**src/rtl/dht11_reader.sv**
```systemverilog
// dht11_reader: host-side reader for the DHT11 single-wire humidity and temperature sensor.
//
// Sequence of one read:
//   1. Pull the bus low for START_LOW_US.
//   2. Release the bus and follow the sensor's 80/80 us response.
//   3. Decode 40 bits by high-pulse width, MSB first.
//   4. Verify the checksum byte.
//   5. Hold off for COOLDOWN_US before another read can start.
//
// Ports:
//   clk            system clock
//   rst            asynchronous, active-low reset; forces every output to 0
//   start          read request, level-sampled only while idle
//   dht_in         raw bus line (asynchronous, synchronized here)
//   dht_drive_low  open-drain enable: 1 pulls the bus low, 0 releases it
//   data           last frame whose checksum matched
//                    [39:32] RH int, [31:24] RH dec,
//                    [23:16] T int,  [15:8]  T dec,
//                    [7:0]   checksum
//   data_available one-cycle pulse when a good frame is loaded into data
//   error          one-cycle pulse on timeout or checksum mismatch
//   busy           high whenever a read or its cooldown is in progress
module dht11_reader #(
  parameter int CLK_FREQ_HZ   = 100_000_000,
  parameter int START_LOW_US  = 18000,
  parameter int TIMEOUT_US    = 200,
  parameter int BIT_THRESH_US = 48,
  parameter int COOLDOWN_US   = 1_000_000
) (
  input  logic        clk,
  input  logic        rst,
  input  logic        start,
  input  logic        dht_in,
  output logic        dht_drive_low,
  output logic [39:0] data,
  output logic        data_available,
  output logic        error,
  output logic        busy
);

  localparam int TICK_DIV   = CLK_FREQ_HZ / 1_000_000;
  localparam int PRE_W      = (TICK_DIV > 1) ? $clog2(TICK_DIV) : 1;
  localparam int LONGEST_US = (START_LOW_US > COOLDOWN_US) ? START_LOW_US : COOLDOWN_US;
  localparam int CNT_W      = $clog2(LONGEST_US) + 1;

  typedef enum logic [3:0] {
    IDLE,
    START_LOW,
    WAIT_RESP,
    RESP_LOW,
    RESP_HIGH,
    BIT_LOW,
    BIT_HIGH,
    CHECK,
    COOLDOWN
  } state_t;

  state_t             state_reg, state_next;
  logic [1:0]         sync_reg;
  logic               line_prev_reg;
  logic [PRE_W-1:0]   presc_reg;
  logic [CNT_W-1:0]   us_cnt_reg;
  logic [5:0]         bit_cnt_reg;
  logic [39:0]        shift_reg;
  logic [39:0]        data_reg;
  logic               data_available_reg;
  logic               error_reg;

  logic       line, rise, fall, tick;
  logic       reach_start, reach_timeout, reach_cooldown;
  logic       bit_val, sum_ok;
  logic [7:0] sum_calc;
  logic       shift_en, good_pulse, err_pulse;

  // Edges are taken from the synchronized line only. Waiting on an edge
  // rather than a level matters in WAIT_RESP: the synchronizer still shows
  // our own drive-low for two cycles after release.
  assign line = sync_reg[1];
  assign rise = line & ~line_prev_reg;
  assign fall = ~line & line_prev_reg;
  assign tick = (presc_reg == PRE_W'(TICK_DIV - 1));

  // A limit is reached on the tick that would make the counter equal it.
  // The transition therefore lands exactly N us after state entry.
  assign reach_start    = tick && (us_cnt_reg == CNT_W'(START_LOW_US - 1));
  assign reach_timeout  = tick && (us_cnt_reg == CNT_W'(TIMEOUT_US - 1));
  assign reach_cooldown = tick && (us_cnt_reg == CNT_W'(COOLDOWN_US - 1));

  assign bit_val  = (us_cnt_reg > CNT_W'(BIT_THRESH_US));
  assign sum_calc = shift_reg[39:32] + shift_reg[31:24] + shift_reg[23:16] + shift_reg[15:8];
  assign sum_ok   = (sum_calc == shift_reg[7:0]);

  always_comb begin
    state_next = state_reg;
    shift_en   = 1'b0;
    good_pulse = 1'b0;
    err_pulse  = 1'b0;
    case (state_reg)
      IDLE: begin
        if (start) state_next = START_LOW;
      end
      START_LOW: begin
        if (reach_start) state_next = WAIT_RESP;
      end
      WAIT_RESP: begin
        if (fall) begin
          state_next = RESP_LOW;
        end else if (reach_timeout) begin
          err_pulse  = 1'b1;
          state_next = COOLDOWN;
        end
      end
      RESP_LOW: begin
        if (rise) begin
          state_next = RESP_HIGH;
        end else if (reach_timeout) begin
          err_pulse  = 1'b1;
          state_next = COOLDOWN;
        end
      end
      RESP_HIGH: begin
        if (fall) begin
          state_next = BIT_LOW;
        end else if (reach_timeout) begin
          err_pulse  = 1'b1;
          state_next = COOLDOWN;
        end
      end
      BIT_LOW: begin
        if (rise) begin
          state_next = BIT_HIGH;
        end else if (reach_timeout) begin
          err_pulse  = 1'b1;
          state_next = COOLDOWN;
        end
      end
      BIT_HIGH: begin
        if (fall) begin
          shift_en   = 1'b1;
          state_next = (bit_cnt_reg == 6'd39) ? CHECK : BIT_LOW;
        end else if (reach_timeout) begin
          err_pulse  = 1'b1;
          state_next = COOLDOWN;
        end
      end
      CHECK: begin
        good_pulse = sum_ok;
        err_pulse  = ~sum_ok;
        state_next = COOLDOWN;
      end
      COOLDOWN: begin
        if (reach_cooldown) state_next = IDLE;
      end
      default: state_next = IDLE;
    endcase
  end

  always_ff @(posedge clk or negedge rst) begin
    if (!rst) begin
      state_reg          <= IDLE;
      sync_reg           <= 2'b11;  // idle bus is pulled high
      line_prev_reg      <= 1'b1;
      presc_reg          <= '0;
      us_cnt_reg         <= '0;
      bit_cnt_reg        <= '0;
      shift_reg          <= '0;
      data_reg           <= '0;
      data_available_reg <= 1'b0;
      error_reg          <= 1'b0;
    end else begin
      state_reg     <= state_next;
      sync_reg      <= {sync_reg[0], dht_in};
      line_prev_reg <= line;

      // The prescaler restarts with the state counter, so every timed
      // state lasts a whole number of microseconds from its entry.
      if (state_next != state_reg) begin
        presc_reg  <= '0;
        us_cnt_reg <= '0;
      end else if (tick) begin
        presc_reg  <= '0;
        us_cnt_reg <= us_cnt_reg + 1'b1;
      end else begin
        presc_reg  <= presc_reg + 1'b1;
      end

      // A frame always starts from a zero bit count. Leftovers from an
      // aborted read are cleared while idle.
      if (state_reg == IDLE) begin
        bit_cnt_reg <= '0;
      end else if (shift_en) begin
        bit_cnt_reg <= bit_cnt_reg + 6'd1;
      end

      if (shift_en) shift_reg <= {shift_reg[38:0], bit_val};
      if (good_pulse) data_reg <= shift_reg;
      data_available_reg <= good_pulse;
      error_reg          <= err_pulse;
    end
  end

  assign dht_drive_low  = (state_reg == START_LOW);
  assign busy           = (state_reg != IDLE);
  assign data           = data_reg;
  assign data_available = data_available_reg;
  assign error          = error_reg;

endmodule
```
**config.mk**
```make
export PLATFORM = sky130hd
export DESIGN_NAME = dht11_reader
export DESIGN_NICKNAME = d
export VERILOG_FILES = /design/src/rtl/dht11_reader.sv
export SDC_FILE = /design/constraint.sdc
export NUM_CORES = 1
export LEC_CHECK = 0
export BUFFER_PORTS_ARGS = -buffer_cell sky130_fd_sc_hd__buf_2
export CAP_MARGIN = 20
export CORE_UTILIZATION = 30
export DETAILED_ROUTE_END_ITERATION = 16
export PLACE_DENSITY_LB_ADDON = 0.25
export SYNTH_ARGS = -nofsm -noshare
export SYNTH_HDL_FRONTEND = slang
export SYNTH_SLANG_ARGS = --single-unit
```
**constraint.sdc**
```tcl
create_clock -name clk -period 13 [get_ports clk]
set_input_delay 1.3 -clock clk [delete_from_list [all_inputs] [get_ports clk]]
set_output_delay 1.3 -clock clk [all_outputs]
set_load 0.02 [all_outputs]
```
-- After elaboration in Yosys (flattened, before gate mapping)
Cells that the tools add are included.
W data, S select, Z words.
- flip-flop bits (word level): 123
- bits of input ports: 4
- output and inout bits: 44
- logic and storage cells: 70
- add/subtract/negate cells: 6
- order comparisons: 1
- equality and inequality tests: 15
- muxes and demuxes: 24
- bitwise gates (word level): 5
- reduce and logical (&&, ||, !) cells: 9
- operators by type and width (cell ; count):
    $mux W21 ; 2
    $mux W4 ; 9
    $pmux W4 S9 ; 1
    $add A8 B8 Y8 ; 3
    $add A21 B1 Y21 const B ; 1
    $eq A21 B15 Y1 const B ; 1
    $eq A21 B20 Y1 const B ; 1
    $eq A21 B8 Y1 const B ; 1
    $gt A21 B6 Y1 const B ; 1
    $eq A4 B3 Y1 const B ; 4
    $mux W7 ; 2
    $mux W6 ; 2
    $eq A4 B2 Y1 const B ; 2
    $eq A8 B8 Y1 ; 1
    $add A7 B1 Y7 const B ; 1
    $eq A7 B7 Y1 const B ; 1
    $add A6 B1 Y6 const B ; 1
    $eq A6 B6 Y1 const B ; 1
    $mux W1 ; 6
    $eq A4 B1 Y1 const B ; 1
    $eq A4 B4 Y1 const B ; 1
    $logic_not A4 Y1 ; 1
    $ne A4 B4 Y1 ; 1
    $reduce_bool A2 Y1 ; 2
    8 further kinds ; 13

-- Depth between registers and ports, before layout
- word-level depth: 7
- gate-level depth with buffers: 13
- gate-level depth less buffers: 12

-- Least setup slack after synthesis
Ideal clock, no wire load.
- kind: flip-flop to flip-flop
- start: reg shift_reg[9]
- end: reg data_reg[10] (netlist: data[10])
- setup time: 125 ps
- data arrival time: 4020 ps
- required time: 12875 ps
- slack: 8855 ps
- cell stages (with the launch flop): 13
- clock period less this slack: 4145 ps
- cell sequence: dfrtp_1 -> fa_1 -> inv_1 -> fa_1 -> inv_1 -> ha_1 -> fa_1 -> xor2_1 -> a2111oi_0 -> o2111ai_1 -> nor4_1 -> clkbuf_1 -> mux2_2
- longest elaborated chain between the ends: 3
- ends and longest elaborated chain (element ; line ; RTL):
    start: declaration ; 64 ; logic [39:0] shift_reg;
    start signal: assignment ; 195 ; if (shift_en) shift_reg <= {shift_reg[38:0], bit_val};
    $add A8 B8 Y8 ; 90 ; assign sum_calc = shift_reg[39:32] + shift_reg[31:24] + shift_reg[23:16] + shift_reg[15:8];
    $eq A8 B8 Y1 ; 91 ; assign sum_ok = (sum_calc == shift_reg[7:0]);
    $mux W1 ; 98 ; case (state_reg)
    end signal: assignment ; 196 ; if (good_pulse) data_reg <= shift_reg;
    end: declaration ; 65 ; logic [39:0] data_reg;
Every way passes these cells.
A chain may end at the register's enable or synchronous reset.

-- Worst setup path after layout
- start: reg shift_reg[9]
- end: reg data_reg[13] (netlist: data[13])
The elaborated chain is that of the path after synthesis.

==> metrics.md <==
| Metric | Value |
|---|---|
| H-Tree Level Count | `4` |
| Placer's final routability congestion estimate | `0.821` |
| Yosys Warn Count | `0` |
| Routed vias | `3710` |
| Final routed wirelength across all metal layers | `11800 um` |
| Initial DRC count | `162` |
| Number of global-route vias before repair | `3883` |
| R2R Setup Slk | `8.93 ns` |
| Clock buffer depth | `2` |
| Pin count of the biggest net entering global routing | `68` |
| Part of the Yosys area used for sequential elements | `0.529` |
| Number of buffers inserted to repair setup after CTS | `0` |
| Most area-hungry cell type in the Yosys netlist | `sky130_fd_sc_hd__dfrtp_1` |
| Sequential fraction of design power | `0.439` |
| Internal power of the cells | `0.000692 W` |
| Peak Freq | `0.245 GHz` |
| Transition time of the tightest slew-check pin | `1.06 ns` |
| Die X | `141 um` |
| Slew HR | `0.286` |
| Clock skew | `0.0105 ns` |
| Logic gate share of total power | `0.011` |
| I/O pins | `48` |
| Detailed Routing Iterations Pass 1 | `4` |
| Clock tree sinks | `123` |
| Global-route wire length before repair | `20000 um` |
| Top area cells in the synthesized netlist | `sky130_fd_sc_hd__dfrtp_1, sky130_fd_sc_hd__mux2_2, sky130_fd_sc_hd__fa_1, sky130_fd_sc_hd__xor2_1, sky130_fd_sc_hd__nor2_1` |
| Synth-to-Final Area Change | `19.4%` |
| Most common cell after layout, fill and taps aside | `sky130_fd_sc_hd__dfrtp_1` |
| Commonest non-fill, non-tap cells in the layout | `sky130_fd_sc_hd__dfrtp_1, sky130_fd_sc_hd__mux2_2, sky130_fd_sc_hd__buf_2` |
| Endpoint kind of the worst setup timing path | `flip-flop` |
| Starting density of the core | `0.308` |
| Number of I/O port buffers | `47` |
| Post-route cell area | `0.00696 mm^2` |
| Share of the synthesized area in the top cell type | `0.516` |
| Mean instance size in the synthesized netlist | `12.3 um^2` |
| Unrepaired setup endpoints after global routing | `false` |
| Number of hold violations in the final report | `0` |
| Area of the placeable core | `0.0189 mm^2` |
| Setup TNS | `0 ns` |
| Crit Path Max Fanout | `24` |
| Number of different library cells in the post-synthesis netlist | `45` |
| Post-Synthesis Net Count | `502` |
| Kind of critical path | `reg2reg` |
| DRC violation count after routing | `0` |
| CTS Hold Buffers Added | `0` |
| Max-cap violations | `0` |
| Avg Vias per Cell | `4.65` |
| Die Ht | `141 um` |
| Result of the run | `finished clean` |
| Power dissipated by switching net loads | `0.000183 W` |
| Grt total ovfl | `0` |
| Max-slew violation count | `0` |
| Required arrival time at the worst endpoint | `13.30 ns` |
| Die area | `0.0200 mm^2` |
| LEAKAGE | `3.48 nW` |
| Number of diodes added for antenna fixing | `0` |
| Number of buffers inserted during clock tree synthesis | `17` |
| Detail-routed net length per standard cell | `14.8 um` |
| Resized Gates After CTS | `0` |
| DRT antenna net count | `0` |
| Number of core rows | `50` |
| Cell area power density | `126 mW/mm^2` |
| Clock tree from TritonCTS | `built` |
| Ys flop type | `sky130_fd_sc_hd__dfrtp_1` |
| Final critical-path share of the clock period | `0.313` |
| Antenna violations before repair | `0` |
| Count of nets after finishing | `554` |
| Number of enable-type register cells in the synthesized netlist | `0` |
| Post-synth ARST share | `1.00` |
| Type of the most critical hold path | `reg2reg` |
| Setup-violating endpoint count in the final report | `0` |
| Number of instances in the synthesized netlist | `473` |
| Placed wire-length estimate | `8210 um` |
| Kind of start point of the critical path | `flip-flop` |
| Layout cells sized above 1 | `0.309` |
| Final period demand of the worst path | `4.07 ns` |
| Synthesized flop and latch total | `123` |
| VDD IR max | `0.0921 mV` |
| Clock network fraction of total power | `0.550` |
| Total Routing Usage GR | `0.130` |
| Data arrival time of the worst path | `4.37 ns` |
| Standard cell area after detailed placement | `0.00635 mm^2` |
| Cell area after synthesis | `0.00582 mm^2` |
| Reg clk slew, reported paths | `0.05 ns` |
| Buffer type at the clock tree root | `sky130_fd_sc_hd__clkbuf_16` |
| Sw frac | `0.209` |
| Clock latency at the later pin of the worst-skew pair | `0.42 ns` |
## power by group through the flow
stage / Clock [W] / Sequential (W) / Combinational [W]
after floorplan: 0 / 0.000391 / 0.00000112
final: 0.000481 / 0.000384 / 0.00000955
after global placement: 0 / 0.000391 / 0.00000997
after detailed placement: 0 / 0.000391 / 0.0000103
after global routing: 0.000511 / 0.000384 / 0.0000114
after CTS: 0.000494 / 0.000384 / 0.0000103
## Yosys cell counts (2+ instances only)
library cell,count
sky130_fd_sc_hd__dfstp_2,3
sky130_fd_sc_hd__dfrtp_1,120
sky130_fd_sc_hd__nand3_1,15
sky130_fd_sc_hd__and2_1,3
sky130_fd_sc_hd__mux2i_1,2
sky130_fd_sc_hd__nor2_1,44
sky130_fd_sc_hd__nand4_1,8
sky130_fd_sc_hd__o21ai_0,11
sky130_fd_sc_hd__buf_6,2
sky130_fd_sc_hd__or4_1,3
sky130_fd_sc_hd__nand2b_1,3
sky130_fd_sc_hd__o221ai_1,2
sky130_fd_sc_hd__nand2_1,21
sky130_fd_sc_hd__a31oi_1,2
sky130_fd_sc_hd__and3_1,7
sky130_fd_sc_hd__ha_1,11
sky130_fd_sc_hd__a21oi_1,8
sky130_fd_sc_hd__xor2_1,30
sky130_fd_sc_hd__fa_1,14
sky130_fd_sc_hd__mux2_2,74
sky130_fd_sc_hd__nor3_1,9
sky130_fd_sc_hd__nor4_1,5
sky130_fd_sc_hd__xnor2_1,17
sky130_fd_sc_hd__nor2b_1,3
sky130_fd_sc_hd__o31ai_1,2
sky130_fd_sc_hd__a311oi_1,2
sky130_fd_sc_hd__inv_1,17
sky130_fd_sc_hd__clkbuf_1,16
sky130_fd_sc_hd__or3_1,2
sky130_fd_sc_hd__o21bai_1,2
## per-layer routing
metal  global-route usage  up-vias  share of wire
met5                    0        -              0
met4               0.0549        0          0.017
met3               0.0354       14          0.041
met2                0.199       66           0.46
met1                0.173     1883           0.48
li1                     -     1747              -
## cells by family after synthesis
| family | synth area share |
|---|---|
| simple gates | 0.114 |
| flops | 0.529 |
| mux | 0.147 |
| xor+xnor | 0.0707 |
| compound gates | 0.0432 |
| buf+inv | 0.0251 |
| fa+ha+maj | 0.0718 |
## stage by stage
stage	std cells	hold WS, ns	util	total power, W	setup slack [ns]
floorplan	473	0.345	-	0.000392	8.86
global placement	766	0.351	0.336	0.000401	8.97
detailed placement	766	0.349	0.336	0.000401	8.93
CTS	798	0.357	0.368	0.000888	8.91
global route	798	0.359	0.368	0.000906	8.73
finish	798	0.356	0.368	0.000875	8.93
## final cells by class
class,instances,area [um^2]
clock buffers,18,439
clock inverters,14,169
fillers,1858,11900
inverters,17,63.8
multi-input cells,315,2610
flip-flops and latches,123,3080
well taps,260,325
repair buffers,51,268
## worst max-delay path, cell delays in order (launching register included)
cell	delay, ns
sky130_fd_sc_hd__dfrtp_1	0.42
sky130_fd_sc_hd__fa_1	0.54
sky130_fd_sc_hd__inv_1	0.05
sky130_fd_sc_hd__fa_1	0.50
sky130_fd_sc_hd__inv_1	0.04
sky130_fd_sc_hd__ha_1	0.22
sky130_fd_sc_hd__fa_1	0.45
sky130_fd_sc_hd__xor2_1	0.17
sky130_fd_sc_hd__a2111oi_0	0.37
sky130_fd_sc_hd__o2111ai_1	0.21
sky130_fd_sc_hd__nor4_2	0.21
sky130_fd_sc_hd__buf_4	0.38
sky130_fd_sc_hd__mux2_2	0.39
## worst paths after layout
check                                    startpoint                        to  cells after the start
min reg2reg                   sync_reg[0]$_DFF_PN1_     sync_reg[1]$_DFF_PN1_                      0
max                        shift_reg[9]$_DFFE_PN0P_      data[13]$_DFFE_PN0P_                     12
max reg2reg                shift_reg[9]$_DFFE_PN0P_      data[13]$_DFFE_PN0P_                     12
min                           sync_reg[0]$_DFF_PN1_     sync_reg[1]$_DFF_PN1_                      0
min in group asynchronous                       rst    presc_reg[2]$_DFF_PN0_                      1
max in group asynchronous                       rst  shift_reg[9]$_DFFE_PN0P_                      2
Power figures use the tool's default switching activity.
